[config.mk]
export PLATFORM = sky130hd
export DESIGN_NAME = alu_mul_seq
export DESIGN_NICKNAME = d
export VERILOG_FILES = /design/src/rtl/alu_mul_seq.sv
export SDC_FILE = /design/constraint.sdc
export NUM_CORES = 1
export LEC_CHECK = 0
export CORE_MARGIN = 2
export CORE_UTILIZATION = 40
export CTS_BUF_LIST = sky130_fd_sc_hd__clkbuf_8
export CTS_CLUSTER_SIZE = 24
export DETAILED_ROUTE_END_ITERATION = 10
export PLACE_DENSITY_LB_ADDON = 0.05
export SLEW_MARGIN = 20
export SYNTH_ARGS = -nofsm -noshare
export SYNTH_HDL_FRONTEND = slang
export SYNTH_SLANG_ARGS = --single-unit
[constraint.sdc]
create_clock -name clk -period 3.48 [get_ports clk]
set_input_delay 0.522 -clock clk [delete_from_list [all_inputs] [get_ports clk]]
set_output_delay 0.522 -clock clk [all_outputs]
set_load 0.005 [all_outputs]
[src/rtl/alu_mul_seq.sv]
// Shift-and-add multiplier sequencer that does every addition on a shared
// external Hack ALU; returns the low WIDTH bits of a*b.
module alu_mul_seq #(
  parameter int WIDTH = 16,
  parameter int CNT_W = 5
) (
  input  logic             clk,
  input  logic             rst_n,
  input  logic             start,
  input  logic [WIDTH-1:0] a,
  input  logic [WIDTH-1:0] b,
  output logic             busy,
  output logic             done,
  output logic [WIDTH-1:0] product,
  output logic             product_zr,
  output logic             product_ng,
  output logic [WIDTH-1:0] alu_x,
  output logic [WIDTH-1:0] alu_y,
  output logic [5:0]       alu_ctl,
  input  logic [WIDTH-1:0] alu_out,
  input  logic             alu_zr,
  input  logic             alu_ng
);

  typedef enum logic [1:0] {IDLE, RUN, DONE} state_t;

  localparam logic [5:0]       CTL_ZERO  = 6'b101010;
  localparam logic [5:0]       CTL_ADD   = 6'b000010;
  localparam logic [5:0]       CTL_PASSX = 6'b001100;
  localparam logic [CNT_W-1:0] LAST_CNT  = CNT_W'(WIDTH - 1);

  state_t           state_q, state_d;
  logic [WIDTH-1:0] acc_q, acc_d;
  logic [WIDTH-1:0] mcand_q, mcand_d;
  logic [WIDTH-1:0] mplier_q, mplier_d;
  logic [CNT_W-1:0] cnt_q, cnt_d;
  logic [WIDTH-1:0] product_q, product_d;
  logic             product_zr_q, product_zr_d;
  logic             product_ng_q, product_ng_d;
  logic             busy_q, busy_d;
  logic             done_q, done_d;

  // The ALU is idled at constant 0 outside RUN so it never sees stale operands.
  always_comb begin
    alu_ctl = CTL_ZERO;
    alu_x   = '0;
    alu_y   = '0;
    if (state_q == RUN) begin
      alu_x   = acc_q;
      alu_y   = mcand_q;
      alu_ctl = mplier_q[0] ? CTL_ADD : CTL_PASSX;
    end
  end

  always_comb begin
    state_d      = state_q;
    acc_d        = acc_q;
    mcand_d      = mcand_q;
    mplier_d     = mplier_q;
    cnt_d        = cnt_q;
    product_d    = product_q;
    product_zr_d = product_zr_q;
    product_ng_d = product_ng_q;
    busy_d       = busy_q;
    done_d       = 1'b0;

    case (state_q)
      IDLE, DONE: begin
        state_d = IDLE;
        busy_d  = 1'b0;
        if (start) begin
          acc_d    = '0;
          mcand_d  = a;
          mplier_d = b;
          cnt_d    = '0;
          state_d  = RUN;
          busy_d   = 1'b1;
        end
      end
      RUN: begin
        acc_d    = alu_out;
        mcand_d  = mcand_q << 1;
        mplier_d = mplier_q >> 1;
        cnt_d    = cnt_q + CNT_W'(1);
        // Stop early once no multiplier bits remain; this ALU result is final.
        if ((mplier_q >> 1) == '0 || cnt_q == LAST_CNT) begin
          product_d    = alu_out;
          product_zr_d = alu_zr;
          product_ng_d = alu_ng;
          state_d      = DONE;
          busy_d       = 1'b0;
          done_d       = 1'b1;
        end
      end
      default: begin
        state_d = IDLE;
        busy_d  = 1'b0;
      end
    endcase
  end

  always_ff @(posedge clk) begin
    if (!rst_n) begin
      state_q      <= IDLE;
      acc_q        <= '0;
      mcand_q      <= '0;
      mplier_q     <= '0;
      cnt_q        <= '0;
      product_q    <= '0;
      product_zr_q <= 1'b0;
      product_ng_q <= 1'b0;
      busy_q       <= 1'b0;
      done_q       <= 1'b0;
    end else begin
      state_q      <= state_d;
      acc_q        <= acc_d;
      mcand_q      <= mcand_d;
      mplier_q     <= mplier_d;
      cnt_q        <= cnt_d;
      product_q    <= product_d;
      product_zr_q <= product_zr_d;
      product_ng_q <= product_ng_d;
      busy_q       <= busy_d;
      done_q       <= done_d;
    end
  end

  assign busy       = busy_q;
  assign done       = done_q;
  assign product    = product_q;
  assign product_zr = product_zr_q;
  assign product_ng = product_ng_q;

endmodule

==> impl_metrics.env <==
export IMPL_tritoncts="done"
export IMPL_area_growth_pct=42.3
export IMPL_cts_inserted_buffers=9
export IMPL_grt_start_max_net_pins=76
export IMPL_grt_pass1_wl_um=12400
export IMPL_syn_cell_area_um2=3200
export IMPL_synth_ff_type="dfxtp_1"
export IMPL_post_cts_buffers=0
export IMPL_clock_sinks=75
export IMPL_power_density_nw_per_um2=426
export IMPL_final_area_um2=4560
export IMPL_totalWireLength_um=7790
export IMPL_outcome="complete, no violations"
export IMPL_num_rows=32
export IMPL_crit_path_top_delay_cell="clkdlybuf4s50_1"
export IMPL_ys_ff_latch=75
export IMPL_cp_start_kind="flip-flop"
export IMPL_dp_hpwl_um=4890
export IMPL_drtIter0Drc=100
export IMPL_dpl_cell_area_um2=4350
export IMPL_setup_viol=0
export IMPL_dieArea_um2=8740
export IMPL_nets=511
export IMPL_yosysWarnings=0
export IMPL_cp_cell_sequence="nor2b_4 > buf_4 > and2_1 > clkdlybuf4s50_1"
export IMPL_core_area_um2=7730
export IMPL_dr_pass1_iters=4
export IMPL_grt_usage_pct=17.7
export IMPL_regArea_um2=1500
export IMPL_slew_headroom_pct=44.0
export IMPL_finalHoldViolCount=0
export IMPL_wire_per_inst_um=13.8
export IMPL_yosysTopAreaCellShare_pct=46.9
export IMPL_synth_cells=363
export IMPL_portBuffers=108
export IMPL_clk_latency_ns=0.34
export IMPL_cts_resized=0
export IMPL_fin_crit_ns=2.58
export IMPL_syn_avg_cell_area_um2=8.82
export IMPL_synth_area_leaders="dfxtp_1 47%, a22oi_1 8.0%, a21boi_0 7.3%"
export IMPL_worst_pin_slew_ns=0.840
export IMPL_antenna_cells=0
export IMPL_grt_pass1_vias=2684
export IMPL_synth_edf_count=0
export IMPL_crit_family="buffers and inverters"
export IMPL_htreeDepth=3
export IMPL_fillerInstances=716
export IMPL_drv_cap=0
export IMPL_postSynth_asyncResetShare_pct=0
export IMPL_final_max_slew_viol_count=0
export IMPL_fin_setup_tns_ns=0
export IMPL_antenna_found_initial=0
export IMPL_clock_skew_ns=0.00870
export IMPL_path_clk_slew_ns=0.08
export IMPL_cts_hold_fix_buffers=0
export IMPL_critPathKind="flip-flop to output pin"
export IMPL_fp_dieH_um=93.5
export IMPL_overflow=0
export IMPL_drc_errors=0
export IMPL_finalCritPeriodShare_pct=74.0
export IMPL_slowest_delay_ns=0.52
export IMPL_drive_gt1_share_pct=6.29
export IMPL_rsz0062_at_grt="false"
export IMPL_fmaxAchievable_mhz=388
export IMPL_end_kind="output pin"
export IMPL_initial_core_util_pct=41.5
export IMPL_path_max_fanout=54
export IMPL_fp_dieW_um=93.5
export IMPL_via_per_inst=5.06
export IMPL_power_mw=1.94
export IMPL_required_ns=2.96
export IMPL_p_leak_nw=1.62
export IMPL_ir_worst_vdd_mv=0.249
export IMPL_yosysSeqAreaShare_pct=46.9
export IMPL_path_buf_inv=2
export IMPL_pin_count=111
export IMPL_clock_root_buffer="clkbuf_8"
export IMPL_place_congestion=0.711
export IMPL_holdCritPathClass="flip-flop to flip-flop"
export IMPL_clockBufferDepth=2
export IMPL_crit_arrival_ns=2.05
export IMPL_synth_largest_area_cell="dfxtp_1"
export IMPL_synth_most_common_cell="dfxtp_1"
export IMPL_ys_types=31
export IMPL_synth_commonest_cells="75 x dfxtp_1, 34 x a22oi_1, 32 x and2_1, 31 x a21boi_0, 31 x nand2_1"
export IMPL_drtAntennaViolNets=0
export IMPL_multi_input_area_um2=1570
export IMPL_vias=2847
-- tightest hold or removal path, delay by kind of cell, from the launching register on --
family	cells	cell delay, ns
and+or+nand+nor	1	0.05
DFF	1	0.31
AOI/OAI and AO/OA	1	0.06
-- cell usage in the layout, fill, tap and decap left out, types with 3 or more instances in the layout --
master           instances
a21boi_0                31
a21boi_1                18
a21oi_1                 18
a22oi_1                 34
and2_1                  32
and3_1                   3
buf_4                    7
clkbuf_8                 9
clkdlybuf4s50_1        107
clkinvlp_4               3
dfxtp_1                 75
inv_1                    5
nand2_1                 31
nand3_1                 18
nor2_1                   4
nor2b_1                 23
o21ai_0                  9
o21ai_1                 10
-- per-stage QoR --
stage | hold WS, ns | utilization (%) | instances | worst slack, ns
2_1_floorplan | 0.439 | - | 364 | 1.61
6_report | 0.463 | 59.0 | 563 | 0.904
3_3_place_gp | 0.454 | 56.2 | 546 | 1.31
5_1_grt | 0.480 | 59.0 | 563 | 0.792
3_5_place_dp | 0.460 | 56.2 | 546 | 1.26
4_1_cts | 0.472 | 58.7 | 562 | 0.895
-- registers in the layout (all words and copies together) (netlist names) --
register / flops
acc_q: 16
busy: 1
cnt_q: 5
done: 1
mcand_q: 16
mplier_q: 16
product: 16
product_ng: 1
product_zr: 1
state_q: 2
-- report_power, final --
group / switching, mW / internal (mW) / total, mW
registers: 0.0278 / 0.909 / 0.936
clock network: 0.323 / 0.328 / 0.651
logic: 0.180 / 0.175 / 0.355
total: 0.531 / 1.41 / 1.94
-- per-layer routing --
metal  vias to the layer above  part of all wire, %  GRT usage, %
met1                      1324                   47          22.7
met4                         0                  1.2          6.25
met2                        66                   46          29.0
met3                         8                  5.5          4.11
met5                         -                    0             0
li1                       1449                    -             -
-- kinds of logic (layout without fill, tap and decap cells) --
| kind of cell | after synthesis | after routing | share of synthesized area [%] |
|---|---|---|---|
| AND/OR/NAND/NOR | 122 | 122 | 20.7 |
| adder cells (fa/ha/maj) | 2 | 2 | 0.781 |
| buffers and inverters | 39 | 136 | 5.04 |
| other | 1 | 2 | 0.117 |
| flip-flops | 75 | 75 | 46.9 |
| AO/OA/AOI/OAI | 124 | 124 | 26.5 |
-- final cells by class --
class / instances / share of cell area [%]
Multi-Input combinational cell: 250 / 34.5
Tap cell: 102 / 2.80
Clock inverter: 7 / 1.54
Inverter: 4 / 0.329
Clock buffer: 9 / 2.72
Timing Repair Buffer: 116 / 25.2
Sequential cell: 75 / 32.9
-- final timing paths --
| check | cells past startpoint | from | slack [ns] | to |
|---|---|---|---|---|
| worst max-delay path | 4 | state_q[0]$_SDFFE_PN0P_ | 0.90 | alu_y[4] |
| worst min-delay path | 2 | mcand_q[8]$_SDFFE_PN0P_ | 0.46 | mcand_q[8]$_SDFFE_PN0P_ |
| worst max register to register | 7 | cnt_q[0]$_SDFFE_PN0P_ | 1.30 | product[2]$_SDFFE_PN0P_ |
| worst min register to register | 2 | mcand_q[8]$_SDFFE_PN0P_ | 0.46 | mcand_q[8]$_SDFFE_PN0P_ |
Power figures use the tool's default switching activity.
